**config.mk**
```make
export PLATFORM = sky130hd
export DESIGN_NAME = rr_priority_encoder_flat
export DESIGN_NICKNAME = d
export VERILOG_FILES = /design/src/rtl/rr_priority_encoder_pkg.sv /design/src/rtl/rr_priority_encoder_if.sv /design/src/rtl/rr_priority_encoder_prio_find_msb.sv /design/src/rtl/rr_priority_encoder.sv /design/src/flat_wrapper.sv
export SDC_FILE = /design/constraint.sdc
export NUM_CORES = 1
export LEC_CHECK = 0
export CAP_MARGIN = 20
export CORE_MARGIN = 10
export CORE_UTILIZATION = 48
export CTS_BUF_LIST = sky130_fd_sc_hd__clkbuf_4 sky130_fd_sc_hd__clkbuf_8
export DETAILED_ROUTE_END_ITERATION = 12
export HOLD_SLACK_MARGIN = 0.06
export PLACE_DENSITY = 0.85
export SLEW_MARGIN = 20
export SYNTH_ARGS = -nofsm -noshare
export SYNTH_HDL_FRONTEND = slang
export SYNTH_SLANG_ARGS = --single-unit
```
**constraint.sdc**
```tcl
create_clock -name clk -period 2.7 [get_ports clk]
set_input_delay 0.54 -clock clk [delete_from_list [all_inputs] [get_ports clk]]
set_output_delay 0.54 -clock clk [all_outputs]
set_load 0.1 [all_outputs]
```
**src/rtl/rr_priority_encoder_pkg.sv**
```systemverilog
// Shared constants and helpers for the round-robin priority encoder.
// Mode encodings are used by both the encoder and anything that drives it.
package rr_priority_encoder_pkg;

    localparam logic MODE_FIXED = 1'b0;
    localparam logic MODE_RR    = 1'b1;

    // Index width for n request lines; never below one bit.
    function automatic int idx_width(input int n);
        return (n <= 2) ? 1 : $clog2(n);
    endfunction

endpackage

```
**src/rtl/rr_priority_encoder_if.sv**
```systemverilog
// Request/grant bundle between a requester and the encoder.
// The encoder uses the slave modport, and the requester/consumer uses the master modport.
interface rr_priority_encoder_if
    import rr_priority_encoder_pkg::*;
#(
    parameter int N    = 8,
    parameter int IDXW = idx_width(N)
);

    logic [N-1:0]    req;
    logic            mode;
    logic            out_valid;
    logic            out_ready;
    logic [IDXW-1:0] out_idx;
    logic [N-1:0]    out_onehot;

    modport master (
        output req,
        output mode,
        output out_ready,
        input  out_valid,
        input  out_idx,
        input  out_onehot
    );

    modport slave (
        input  req,
        input  mode,
        input  out_ready,
        output out_valid,
        output out_idx,
        output out_onehot
    );

endinterface

```
**src/rtl/rr_priority_encoder_prio_find_msb.sv**
```systemverilog
// Combinational highest-set-bit finder.
// The found output is low and idx is zero when the vector is empty.
module prio_find_msb
    import rr_priority_encoder_pkg::*;
#(
    parameter int N    = 8,
    parameter int IDXW = idx_width(N)
) (
    input  logic [N-1:0]    vec,
    output logic            found,
    output logic [IDXW-1:0] idx
);

    // Ascending scan so that the last hit, which is the highest index, wins.
    always_comb begin
        found = 1'b0;
        idx   = '0;
        for (int i = 0; i < N; i++) begin
            if (vec[i]) begin
                found = 1'b1;
                idx   = IDXW'(i);
            end
        end
    end

endmodule

```
**src/rtl/rr_priority_encoder.sv**
```systemverilog
// Registered priority encoder with fixed (highest index) and descending round-robin modes.
// A grant is held until it is accepted, and a new grant can be captured in the accept cycle.
module rr_priority_encoder
    import rr_priority_encoder_pkg::*;
#(
    parameter int N    = 8,
    parameter int IDXW = idx_width(N)
) (
    input  logic                  clk,
    input  logic                  rst,
    rr_priority_encoder_if.slave  bus
);

    logic            valid_q, valid_d;
    logic [IDXW-1:0] idx_q,   idx_d;
    logic            rr_q,    rr_d;
    logic [IDXW-1:0] ptr_q,   ptr_d;

    logic            capture;
    logic            accept;
    logic [N-1:0]    low_mask;
    logic [N-1:0]    req_masked;
    logic            m_found, u_found;
    logic [IDXW-1:0] m_idx,   u_idx;
    logic [IDXW-1:0] sel_idx;

    assign capture = !valid_q || bus.out_ready;
    assign accept  = valid_q && bus.out_ready;

    // The pointer moves before the search so that a same-cycle capture sees the updated value.
    always_comb begin
        ptr_d = ptr_q;
        if (accept && rr_q) begin
            ptr_d = (idx_q == '0) ? IDXW'(N - 1) : idx_q - IDXW'(1);
        end
    end

    always_comb begin
        low_mask = '0;
        for (int i = 0; i < N; i++) begin
            low_mask[i] = (i <= int'(ptr_d));
        end
    end

    assign req_masked = bus.req & low_mask;

    prio_find_msb #(.N(N), .IDXW(IDXW)) u_find_masked (
        .vec   (req_masked),
        .found (m_found),
        .idx   (m_idx)
    );

    prio_find_msb #(.N(N), .IDXW(IDXW)) u_find_all (
        .vec   (bus.req),
        .found (u_found),
        .idx   (u_idx)
    );

    // With nothing at or below P, the highest bit overall is the wrap-around winner.
    always_comb begin
        sel_idx = u_idx;
        if (bus.mode == MODE_RR && m_found) begin
            sel_idx = m_idx;
        end
    end

    always_comb begin
        valid_d = valid_q;
        idx_d   = idx_q;
        rr_d    = rr_q;
        if (capture) begin
            valid_d = u_found;
            idx_d   = u_found ? sel_idx : '0;
            rr_d    = bus.mode;
        end
    end

    always_ff @(posedge clk) begin
        if (rst) begin
            valid_q <= 1'b0;
            idx_q   <= '0;
            rr_q    <= MODE_FIXED;
            ptr_q   <= IDXW'(N - 1);
        end else begin
            valid_q <= valid_d;
            idx_q   <= idx_d;
            rr_q    <= rr_d;
            ptr_q   <= ptr_d;
        end
    end

    assign bus.out_valid  = valid_q;
    assign bus.out_idx    = idx_q;
    assign bus.out_onehot = valid_q ? (N'(1) << idx_q) : '0;

endmodule

```
**src/flat_wrapper.sv**
```systemverilog
// flat-port wrapper written by rule: the top's interface ports become plain ports
module rr_priority_encoder_flat import rr_priority_encoder_pkg::*;
#(
    parameter int N    = 8,
    parameter int IDXW = idx_width(N)
)
  (clk, rst, bus_req, bus_mode, bus_out_ready, bus_out_valid, bus_out_idx, bus_out_onehot);
  rr_priority_encoder_if #(.N(N), .IDXW(IDXW)) bus_i ();
  input  logic clk;
  input  logic rst;
  input wire logic [$bits(bus_i.req)-1:0] bus_req;
  input wire logic [$bits(bus_i.mode)-1:0] bus_mode;
  input wire logic [$bits(bus_i.out_ready)-1:0] bus_out_ready;
  output wire logic [$bits(bus_i.out_valid)-1:0] bus_out_valid;
  output wire logic [$bits(bus_i.out_idx)-1:0] bus_out_idx;
  output wire logic [$bits(bus_i.out_onehot)-1:0] bus_out_onehot;
  assign bus_i.req = bus_req;
  assign bus_i.mode = bus_mode;
  assign bus_i.out_ready = bus_out_ready;
  assign bus_out_valid = bus_i.out_valid;
  assign bus_out_idx = bus_i.out_idx;
  assign bus_out_onehot = bus_i.out_onehot;
  rr_priority_encoder #(.N(N), .IDXW(IDXW)) u_core (.clk(clk), .rst(rst), .bus(bus_i));
endmodule
```
==> run metrics <==
outcome completed; vias per cell 6.48; CP Class in -> reg; H-tree levels 1; signal arrival time at the worst endpoint 2590 ps; detailed placer's ending HPWL 1920 um; count of different cell masters after synthesis 39; buffer type at the clock tree root sky130_fd_sc_hd__clkbuf_4; Yosys warning total 0; Tcrit/Tclk final 89.1%; area growth from synthesis to layout 31.5%; hold depth 1; crit-path max cell delay 550 ps; share of layout cells above drive strength 1 around a fifth; pin count of the biggest net entering global routing 11; total die area 3650 um^2; Worst Path Required ~2900 ps; most frequently used flop master after synthesis sky130_fd_sc_hd__dfxtp_1; EDFF count, synth 0; Worst Hold Class reg -> reg; placed instance count 139; number of max-slew violations in the final report 0; Fin Clk Skew 6.65 ps; post-synth net total between 100 and 150; clock network power share 22.9%; leak pwr 0.458 nW; element type at the critical path start input pin; total clock buffers created by CTS 3; vias after detailed routing 920; non-filler instance count after layout 142; ratio of total power to cell area approximately 440 nW/um^2; Critical-path top delay cell sky130_fd_sc_hd__clkdlybuf4s50_1; clock latency on the worst-skew pair 270 ps; Max Buffers Root-to-Sink 2; cell taking the most area after synthesis sky130_fd_sc_hd__dfxtp_1; Diodes inserted 0; register cell area after layout 163 um^2; die height 60.4 um; share of Yosys cell area claimed by the top area cell type 20.4%; starting density of the core 51.4%; residual DRC count 0; ys async rst share 0%; part of the total power dissipated in sequential elements 30.1%; hold worst-path end u_core.bus.out_idx[1]; area of the mapped netlist 783 um^2; destination of the worst register-to-register timing path u_core.bus.out_idx[2]; clock period minus worst slack 2410 ps; horizontal die dimension 60.4 um; Port Buf Inserts 23; slack of the critical path 294 ps; number of violations of the max-capacitance limit 0; setup fix buffers added after clock tree synthesis 0; combinational share of power 47.0%; initial antenna violation count 0; area of the core region 1520 um^2; maximum vdd drop 286 uV; first-pass GRT wire length 4160 um; Finished Cell Area 1030 um^2; clock tree from TritonCTS done; Critical Path End Type flop; global routing usage summed across all routing layers 14.4%; R2R cell count 8; transition at the pin with the smallest max-transition slack approximately 520 ps; series of cell instances along the critical path clkdlybuf4s50_1, nand3_1, a311o_1, a2bb2oi_1, o21bai_1, nand3b_1, a311oi_2; count of hold-fix buffers inserted at cts 0; highest achievable clock rate 0.416 GHz; combined area of the multi-input logic cells 591 um^2; Clock Sinks 8; Fin. Hold Viols 0; slack of the worst reg-to-reg path ~340 ps; Placement Rows 14; Initial DRC Count 62; largest cells by area after synthesis sky130_fd_sc_hd__dfxtp_1 20%, sky130_fd_sc_hd__ha_1 8.0%, sky130_fd_sc_hd__and2_1 5.6%; Antenna Violating Nets Remaining 0; total I/O pin count 24; post-synthesis average cell area 7.83 um^2; commonest non-fill, non-tap cell in the layout sky130_fd_sc_hd__buf_4; crit-path max FO 7; Sw Pwr 0.209 mW; clock transition time at the flip-flop clock pins of the worst setup and hold paths 60 ps; worst hold start u_core.bus.out_idx[1]; drt pass-1 iters 4; cell area after placement between 1000 and 1500 um^2; start point of the critical path bus_out_ready; launch point of the worst reg-to-reg path u_core.bus.out_idx[1]; internal portion of total power 0.243 mW; worst setup slack after placement 3.09 ps; number of cells produced by synthesis 100; Routability Congestion 0.975; Filler cells roughly 150; Routed Wire Length 2470 um; final setup fails 0; RSZ-0062 raised after global routing false; post-detailed-route wirelength per cell 17.4 um; switch share a little under half; most frequent cells in the layout 13 x sky130_fd_sc_hd__buf_4, 11 x sky130_fd_sc_hd__clkdlybuf4s50_1, 8 x sky130_fd_sc_hd__nor2_1; Worst slew margin 64.9%; post-synthesis sequential element count 8; register area share after synthesis 20.4%; number of nets in the finished design 145; grt total ovfl 0; vias in the first global route 900
-- power by group through the flow --
| stage | registers, mW | clock network [mW] | logic [mW] |
|---|---|---|---|
| after floorplan | 0.177 | 0 | 0.108 |
| final | 0.136 | 0.104 | 0.213 |
| after global routing | 0.138 | 0.108 | 0.227 |
| after detailed placement | 0.138 | 0 | 0.209 |
| after global placement | 0.138 | 0 | 0.207 |
| after CTS | 0.136 | 0.0976 | 0.210 |
-- repair_timing --
item                                   in CTS  in global routing
setup endpoints to repair                   0                  1
resized for setup                           0                  1
endpoints found under the hold margin       0                  0
-- worst max-delay path, delay by kind of cell --
family / cells / cell delay (ps)
AO/OA/AOI/OAI: 4 / 1130
buffers and inverters: 1 / 550
AND/OR/NAND/NOR: 2 / 370
-- cell usage after synthesis, drive strengths merged, types with 2 or more instances --
| library cell | n |
|---|---|
| a2bb2oi | 2 |
| ha | 5 |
| or3 | 4 |
| o21bai | 3 |
| mux2i | 2 |
| a31oi | 5 |
| and2 | 7 |
| o211ai | 4 |
| a311oi | 2 |
| nor3 | 3 |
| nor2b | 3 |
| and3 | 5 |
| nand2b | 2 |
| or2 | 2 |
| dfxtp | 8 |
| a22o | 2 |
| nand2 | 3 |
| a21oi | 4 |
| inv | 7 |
| a32oi | 2 |
| nor2 | 8 |
| o21ai | 4 |
-- sequential cells by signal (all words and copies together), names as in the netlist --
register	cells
u_core.bus.out_idx	3
u_core.ptr_q	3
u_core.rr_q	1
u_core.bus.out_valid	1
-- worst max-delay path by stage --
stage / to / slack, ps / cells after the start
CTS: u_core.bus.out_idx[2] / 260 / 7
global placement: u_core.bus.out_idx[0] / -10 / 8
global route: u_core.bus.out_idx[0] / 80 / 8
finish: u_core.bus.out_idx[2] / 290 / 7
detailed placement: u_core.bus.out_idx[2] / 3 / 7
floorplan: bus_out_onehot[0] / 60 / 2
-- final cells by class --
| class | count | share of cell area, % |
|---|---|---|
| multi-input cells | 84 | 57.4 |
| well taps | 16 | 1.94 |
| repair buffers | 24 | 20.2 |
| flip-flops and latches | 8 | 15.8 |
| clock buffers | 3 | 2.19 |
| inverters | 7 | 2.55 |
-- routing by layer --
layer / global-route usage [%] / up-vias / routed length, um
met2: 22.6 / 57 / 1120
li1: - / 441 / -
met5: 0 / - / 0
met3: 3.55 / 7 / 238
met4: 9.62 / 0 / 71
met1: 16.8 / 415 / 1040
-- metrics by stage --
stage,power (mW),utilization [%],hold WS [ps],setup TNS [ps]
finish,0.452,67.6,550,0
global route,0.472,67.6,572,0
CTS,0.444,67.2,545,0
detailed placement,0.347,65.8,533,0
global placement,0.345,65.8,515,-12.4
floorplan,0.286,-,500,0
-- logic make-up (layout without fill, tap and decap cells) --
kind of cell               Yosys count  count (layout)  share of synthesized area [%]
buffers and inverters                8              34                           4.79
muxes                                2               2                           2.56
AOI/OAI and AO/OA                   34              34                           32.3
and+or+nand+nor                     43              43                           32.0
DFF                                  8               8                           20.4
adders and majority gates            5               5                           7.99
No activity file was read; power rests on OpenSTA's default activity.
